--- config.mk ---
export PLATFORM = sky130hd
export DESIGN_NAME = fetch_stage
export DESIGN_NICKNAME = d
export VERILOG_FILES = /design/src/rtl/fetch_stage.sv
export SDC_FILE = /design/constraint.sdc
export NUM_CORES = 1
export LEC_CHECK = 0
export ABC_AREA = 1
export CAP_MARGIN = 20
export CORE_MARGIN = 8
export CORE_UTILIZATION = 45
export CTS_BUF_LIST = sky130_fd_sc_hd__clkbuf_8
export DETAILED_ROUTE_END_ITERATION = 7
export PLACE_DENSITY = 0.84
export SLEW_MARGIN = 20
export SYNTH_ARGS = -nofsm -noshare
export SYNTH_HDL_FRONTEND = slang
export SYNTH_SLANG_ARGS = --single-unit
--- constraint.sdc ---
create_clock -name clk -period 1.9 [get_ports clk]
set_input_delay 0.19 -clock clk [delete_from_list [all_inputs] [get_ports clk]]
set_output_delay 0.19 -clock clk [all_outputs]
set_load 0.02 [all_outputs]
--- src/rtl/fetch_stage.sv ---
// -----------------------------------------------------------------------------
// fetch_stage
//   Instruction-fetch stage sitting directly upstream of decode. Owns the
//   program counter, issues requests to instruction memory over a
//   request/response handshake that tolerates any latency (including a
//   response in the same cycle as the request), buffers one instruction for
//   decode behind a valid/ready handshake and applies control-flow redirects,
//   discarding any wrong-path response that is still in flight.
//
// Ports
//   clk, rst_n          single clock, asynchronous active-low reset
//   redirect_i          take branch/jump this cycle (PCSrc)
//   redirect_pc_i       redirect target (low two bits ignored)
//   imem_req_o          memory request, held until imem_rvalid_i
//   imem_addr_o         request address, stable while imem_req_o is high
//   imem_rvalid_i       memory response valid
//   imem_rdata_i        memory response instruction word
//   instr_valid_o       buffered instruction valid
//   instr_ready_i       decode accepts the buffered instruction
//   instr_o             buffered instruction
//   instr_pc_o          PC of instr_o
//   instr_pc_plus4_o    instr_pc_o + 4 (jal link value)
//   op_o/funct3_o/funct7_o  fixed fields sliced from instr_o
// -----------------------------------------------------------------------------
module fetch_stage #(
    parameter int unsigned            DATA_WIDTH = 32,
    parameter int unsigned            ADDR_WIDTH = 32,
    parameter logic [ADDR_WIDTH-1:0]  RESET_PC   = 32'h0000_0000
) (
    input  logic                  clk,
    input  logic                  rst_n,
    input  logic                  redirect_i,
    input  logic [ADDR_WIDTH-1:0] redirect_pc_i,
    output logic                  imem_req_o,
    output logic [ADDR_WIDTH-1:0] imem_addr_o,
    input  logic                  imem_rvalid_i,
    input  logic [DATA_WIDTH-1:0] imem_rdata_i,
    output logic                  instr_valid_o,
    input  logic                  instr_ready_i,
    output logic [DATA_WIDTH-1:0] instr_o,
    output logic [ADDR_WIDTH-1:0] instr_pc_o,
    output logic [ADDR_WIDTH-1:0] instr_pc_plus4_o,
    output logic [6:0]            op_o,
    output logic [2:0]            funct3_o,
    output logic [6:0]            funct7_o
);

    localparam logic [ADDR_WIDTH-1:0] PC_STEP = ADDR_WIDTH'(4);

    typedef enum logic [1:0] {
        ST_IDLE  = 2'd0,
        ST_FETCH = 2'd1,
        ST_HOLD  = 2'd2,
        ST_DRAIN = 2'd3
    } state_e;

    state_e                  state_r;
    logic [ADDR_WIDTH-1:0]   pc_r;
    logic [ADDR_WIDTH-1:0]   req_addr_r;
    logic                    valid_r;
    logic [DATA_WIDTH-1:0]   instr_r;
    logic [ADDR_WIDTH-1:0]   instr_pc_r;
    logic [ADDR_WIDTH-1:0]   instr_pc_plus4_r;

    logic [ADDR_WIDTH-1:0]   redirect_tgt_s;
    logic [ADDR_WIDTH-1:0]   pc_inc_s;
    logic [ADDR_WIDTH-1:0]   req_inc_s;
    logic                    req_s;
    logic [ADDR_WIDTH-1:0]   addr_s;

    // Redirect targets are word aligned; increments wrap modulo 2^ADDR_WIDTH.
    assign redirect_tgt_s = {redirect_pc_i[ADDR_WIDTH-1:2], 2'b00};
    assign pc_inc_s       = pc_r + PC_STEP;
    assign req_inc_s      = req_addr_r + PC_STEP;

    // Request generation. In HOLD the next request is launched in the same
    // cycle decode accepts, straight from pc, so a zero-latency memory keeps
    // one instruction per cycle flowing. A redirect suppresses that request.
    always_comb begin
        req_s  = 1'b0;
        addr_s = req_addr_r;
        case (state_r)
            ST_IDLE: begin
                req_s  = 1'b0;
                addr_s = req_addr_r;
            end
            ST_FETCH: begin
                req_s  = 1'b1;
                addr_s = req_addr_r;
            end
            ST_HOLD: begin
                req_s  = instr_ready_i & ~redirect_i;
                addr_s = pc_r;
            end
            ST_DRAIN: begin
                req_s  = 1'b1;
                addr_s = req_addr_r;
            end
            default: begin
                req_s  = 1'b0;
                addr_s = req_addr_r;
            end
        endcase
    end

    // Fetch FSM, program counter and instruction buffer.
    always_ff @(posedge clk or negedge rst_n) begin
        if (!rst_n) begin
            state_r          <= ST_IDLE;
            pc_r             <= RESET_PC;
            req_addr_r       <= RESET_PC;
            valid_r          <= 1'b0;
            instr_r          <= {DATA_WIDTH{1'b0}};
            instr_pc_r       <= {ADDR_WIDTH{1'b0}};
            instr_pc_plus4_r <= PC_STEP;
        end else begin
            case (state_r)
                ST_IDLE: begin
                    // Responses seen here belong to nothing and are ignored.
                    valid_r <= 1'b0;
                    state_r <= ST_FETCH;
                    if (redirect_i) begin
                        pc_r       <= redirect_tgt_s;
                        req_addr_r <= redirect_tgt_s;
                    end else begin
                        req_addr_r <= pc_r;
                    end
                end
                ST_FETCH: begin
                    if (redirect_i) begin
                        pc_r    <= redirect_tgt_s;
                        valid_r <= 1'b0;
                        if (imem_rvalid_i) begin
                            // Wrong-path data already returned: drop it and
                            // start the new request right away.
                            req_addr_r <= redirect_tgt_s;
                        end else begin
                            // Request must stay up until its response arrives.
                            state_r <= ST_DRAIN;
                        end
                    end else if (imem_rvalid_i) begin
                        instr_r          <= imem_rdata_i;
                        instr_pc_r       <= req_addr_r;
                        instr_pc_plus4_r <= req_inc_s;
                        pc_r             <= req_inc_s;
                        valid_r          <= 1'b1;
                        state_r          <= ST_HOLD;
                    end else begin
                        state_r <= ST_FETCH;
                    end
                end
                ST_HOLD: begin
                    if (redirect_i) begin
                        pc_r       <= redirect_tgt_s;
                        req_addr_r <= redirect_tgt_s;
                        valid_r    <= 1'b0;
                        state_r    <= ST_FETCH;
                    end else if (instr_ready_i) begin
                        if (imem_rvalid_i) begin
                            instr_r          <= imem_rdata_i;
                            instr_pc_r       <= pc_r;
                            instr_pc_plus4_r <= pc_inc_s;
                            pc_r             <= pc_inc_s;
                            req_addr_r       <= pc_inc_s;
                            valid_r          <= 1'b1;
                            state_r          <= ST_HOLD;
                        end else begin
                            // Request launched from pc stays up in FETCH.
                            valid_r    <= 1'b0;
                            req_addr_r <= pc_r;
                            state_r    <= ST_FETCH;
                        end
                    end else begin
                        state_r <= ST_HOLD;
                    end
                end
                ST_DRAIN: begin
                    if (redirect_i) begin
                        pc_r <= redirect_tgt_s;
                    end else begin
                        pc_r <= pc_r;
                    end
                    if (imem_rvalid_i) begin
                        // Stale response discarded; fetch the current pc.
                        req_addr_r <= redirect_i ? redirect_tgt_s : pc_r;
                        state_r    <= ST_FETCH;
                    end else begin
                        state_r <= ST_DRAIN;
                    end
                end
                default: begin
                    state_r <= ST_IDLE;
                    valid_r <= 1'b0;
                end
            endcase
        end
    end

    assign imem_req_o       = req_s;
    assign imem_addr_o      = addr_s;
    assign instr_valid_o    = valid_r;
    assign instr_o          = instr_r;
    assign instr_pc_o       = instr_pc_r;
    assign instr_pc_plus4_o = instr_pc_plus4_r;
    assign op_o             = instr_r[6:0];
    assign funct3_o         = instr_r[14:12];
    assign funct7_o         = instr_r[31:25];

endmodule
==> run_results.csv <==
group,metric,value,unit
die,coreArea,22600,sq um
setup_path,rr_worst_depth,10,
sta,whs,0.223,ns
setup_path,endpoint_kind,"primary output",
grt,grt.total_usage,31.6,%
power_and_ir_drop,max-vdd-ir-drop,1810,uV
logic_synthesis,synth_top_area_share,38.7,%
logic_synthesis,ys.flop_type,"dfrtp_1",
setup_path,crit_family,"buffers and inverters",
grt,grt_max_degree,46,
setup_path,crit_top_cell,"buf_8",
logic_synthesis,netlist_instances,1505,
sta,worst_slew_pin_slew,0.498,ns
setup_path,crit_arrival,1.85,ns
sta,grt_setup_unrepaired,"yes",
clocking,cts-root-buf,"clkbuf_8",
clocking,cts_buffer_depth,2,
route,wl_met3,6480,um
logic_synthesis,syn_avg_cell_area,6.87,sq um
sta,max_clock_freq,489,MHz
route,dr.pass1.iters,6,
logic_synthesis,synth_area,10300,sq um
setup_path,cp.required,1.71,ns
placed_design,port_buffers,213,
logic_synthesis,synth_common_cells,"nand2_1 (564), dfrtp_1 (160), o21ai_0 (129), nor2_1 (126), inv_1 (105)",
layout,syn2layout_area_growth,52.9,%
logic_synthesis,synthesis.nets,1580,
route,ant_nets,0,
job,drv_cap,0,
grt,grt_pass1_wl,68900,um
sta,skew,0.0191,ns
clocking,cts_tree,"done",
layout,antenna_cells,0,
die,die_h,168,um
route,drc,0,
layout,drive_gt1_share,24.1,%
sta,finalHoldViolCount,0,
logic_synthesis,synth-warning-count,0,
clocking,clock_latency,0.47,ns
setup_path,crit_type,"reg -> out",
route,drt_iter0_drc,1769,
logic_synthesis,synthArstFlopShare,100,%
setup_path,worst-path-buf-inv,3,
outcome,status,"finished, violations left",
sta,finalWorstSetupSlack,-0.143,ns
setup_path,cp_slowest_cell,"dfrtp_1",
setup_path,crit_chain,"ha_4 > buf_8 > buf_8 > o21ai_4 > buf_6",
logic_synthesis,synth_area_leader_cell,"dfrtp_1",
route,wl,48600,um
route,wl_met2,21400,um
die,start_util,45.8,%
grt,grt_overflow_total,0,
layout,final_nets,1921,
setup_path,worst-path-max-fanout,11,
clocking,h-tree-depth,4,
route,viasPerCell,5.93,
placed_design,gp_congestion,1.01,
route,wirelength_met1,18300,um
clocking,cts_sinks,161,
clocking,cts-buffers-inserted,17,
die,core.rowCount,55,
power_and_ir_drop,p_per_area,1790,nW/um^2
die,die-area,28100,sq um
min_path,min_path_type,"in -> async",
setup_path,start_kind,"flop",
route,top_layer,"met5",
die,die_w,168,um
sta,period_needed,2.04,ns
setup_path,rr_startpoint,"state_r[0]",
clocking,cts.clk_slew.worst_paths,0.11,ns
route,wl_per_cell,22.7,um
setup_path,max_stage_delay,0.44,ns
grt,grt_pass1_vias,11700,
logic_synthesis,synth_edf_count,0,
outcome,violations,"setup timing",
sta,slew_headroom,66.4,%
route,vias,12700,
die,ios,216,
placed_design,dp_slack,-0.384,ns
logic_synthesis,synth.distinct_cells,37,
layout,n_fill_cell,1748,
sta,setup_viol_count_final,92,
power_and_ir_drop,leakagePower,7.42,nW
sta,final_max_slew_viol_count,0,
setup_path,worstReg2RegEnd,"instr_o[24]",
logic_synthesis,netlist_top_cells_area,"dfrtp_1 (39%), nand2_1 (20%), o21ai_0 (6.2%)",
logic_synthesis,synth_most_common_cell,"nand2_1",
logic_synthesis,ys_ff_latch,161,
sta,fin_crit_sh,108,%
grt,antenna_found_initial,1,
logic_synthesis,yosysSeqAreaShare,39.0,%
setup_path,r2r_slack,-0.14,ns
placed_design,post-dp-hpwl,33500,um
[registers in the layout, indices dropped and copies added (netlist names)]
signal            count
state_r               2
req_addr_r           32
instr_pc_o           32
instr_o              32
instr_valid_o         1
instr_pc_plus4_o     30
pc_r                 32
[how the worst max path moves through the flow]
stage,start,to,cells after the start
floorplan,state_r[0],imem_req_o,9
global placement,state_r[0],imem_addr_o[20],5
detailed placement,state_r[0],imem_addr_o[16],5
CTS,state_r[0],imem_req_o,8
global route,state_r[0],imem_req_o,8
finish,state_r[1],imem_addr_o[16],5
[layer usage]
metal,GRT usage (%),vias up
met3,7.57,226
met2,48.7,1006
met4,12.3,2
met5,0,-
met1,42.2,5954
li1,-,5526
[report_power, final]
group | switching, W | internal [W] | total (W)
sequential | 0.00141 | 0.00495 | 0.00637
clock | 0.00160 | 0.00120 | 0.00281
combinational | 0.0106 | 0.00856 | 0.0192
[cell type report]
class	count	area (sq um)	area share, %
Sequential cell	161	4040	25.6
Inverter	110	445	2.82
Clock inverter	14	165	1.04
Timing Repair Buffer	416	4330	27.4
Tap cell	285	357	2.26
Clock buffer	17	234	1.48
Multi-Input combinational cell	1140	6230	39.4
[through the flow]
step | area [sq um] | util, % | TNS, ns | power (W) | std cells
after floorplan | 10300 | - | 0 | 0.0140 | 1505
after global placement | 13600 | 60.3 | -14.42 | 0.0210 | 2054
after detailed placement | 13600 | 60.3 | -24.78 | 0.0213 | 2054
after CTS | 15000 | 66.6 | -5.18 | 0.0262 | 2111
after global routing | 15800 | 70.0 | -15.75 | 0.0296 | 2143
final | 15800 | 70.0 | -7.93 | 0.0284 | 2143
[worst reg2reg max path, stage by stage, from the launching register on]
cell and delay (ns):
dfrtp_1 0.39, inv_2 0.07, buf_4 0.15, ha_4 0.28, nand2_4 0.07, nor2_4 0.11, o211ai_1 0.09, buf_4 0.18
buf_12 0.14, buf_16 0.15, mux2_4 0.31
[cells by family (layout without fill, tap and decap cells)]
group / count (synthesis) / after routing / share of synthesized area [%]
flip-flops: 161 / 161 / 39.0
buffers and inverters: 204 / 557 / 8.67
AND/OR/NAND/NOR: 804 / 804 / 31.5
AO/OA/AOI/OAI: 271 / 271 / 14.4
adder cells (fa/ha/maj): 6 / 6 / 0.726
multiplexers: 32 / 32 / 3.48
XOR/XNOR: 27 / 27 / 2.29
[timing repair]
action                     CTS  global route
setup endpoints to repair  188           155
cloned                       7             7
hold buffers                 1             0
hold endpoints to repair    41             0
pin swaps                   22            33
resized for setup          398           130
setup buffers               19            30
[cells in the final DEF (no fill, tap or decap), drive strengths merged]
master         instances
xor2                  26
nor2                 139
buf                  230
o221ai                 1
a32oi                  4
nor3                   3
dfstp                  1
nand4                  2
a211oi                 2
bufinv                 2
a2bb2oi                1
clkinvlp               4
ha                     6
o31ai                  4
mux2                  32
o21a                   3
a2111oi                1
o21ai                146
nand3                 88
a21oi                 69
nand2                569
clkbuf                24
inv                  117
a31oi                  7
clkdlybuf4s50        178
nand3b                 2
dfrtp                160
xnor2                  1
dlygate4sd3            1
and2                   1
a22oi                  2
clkinv                 1
o211ai                24
o22ai                  7
Power figures use the tool's default switching activity.
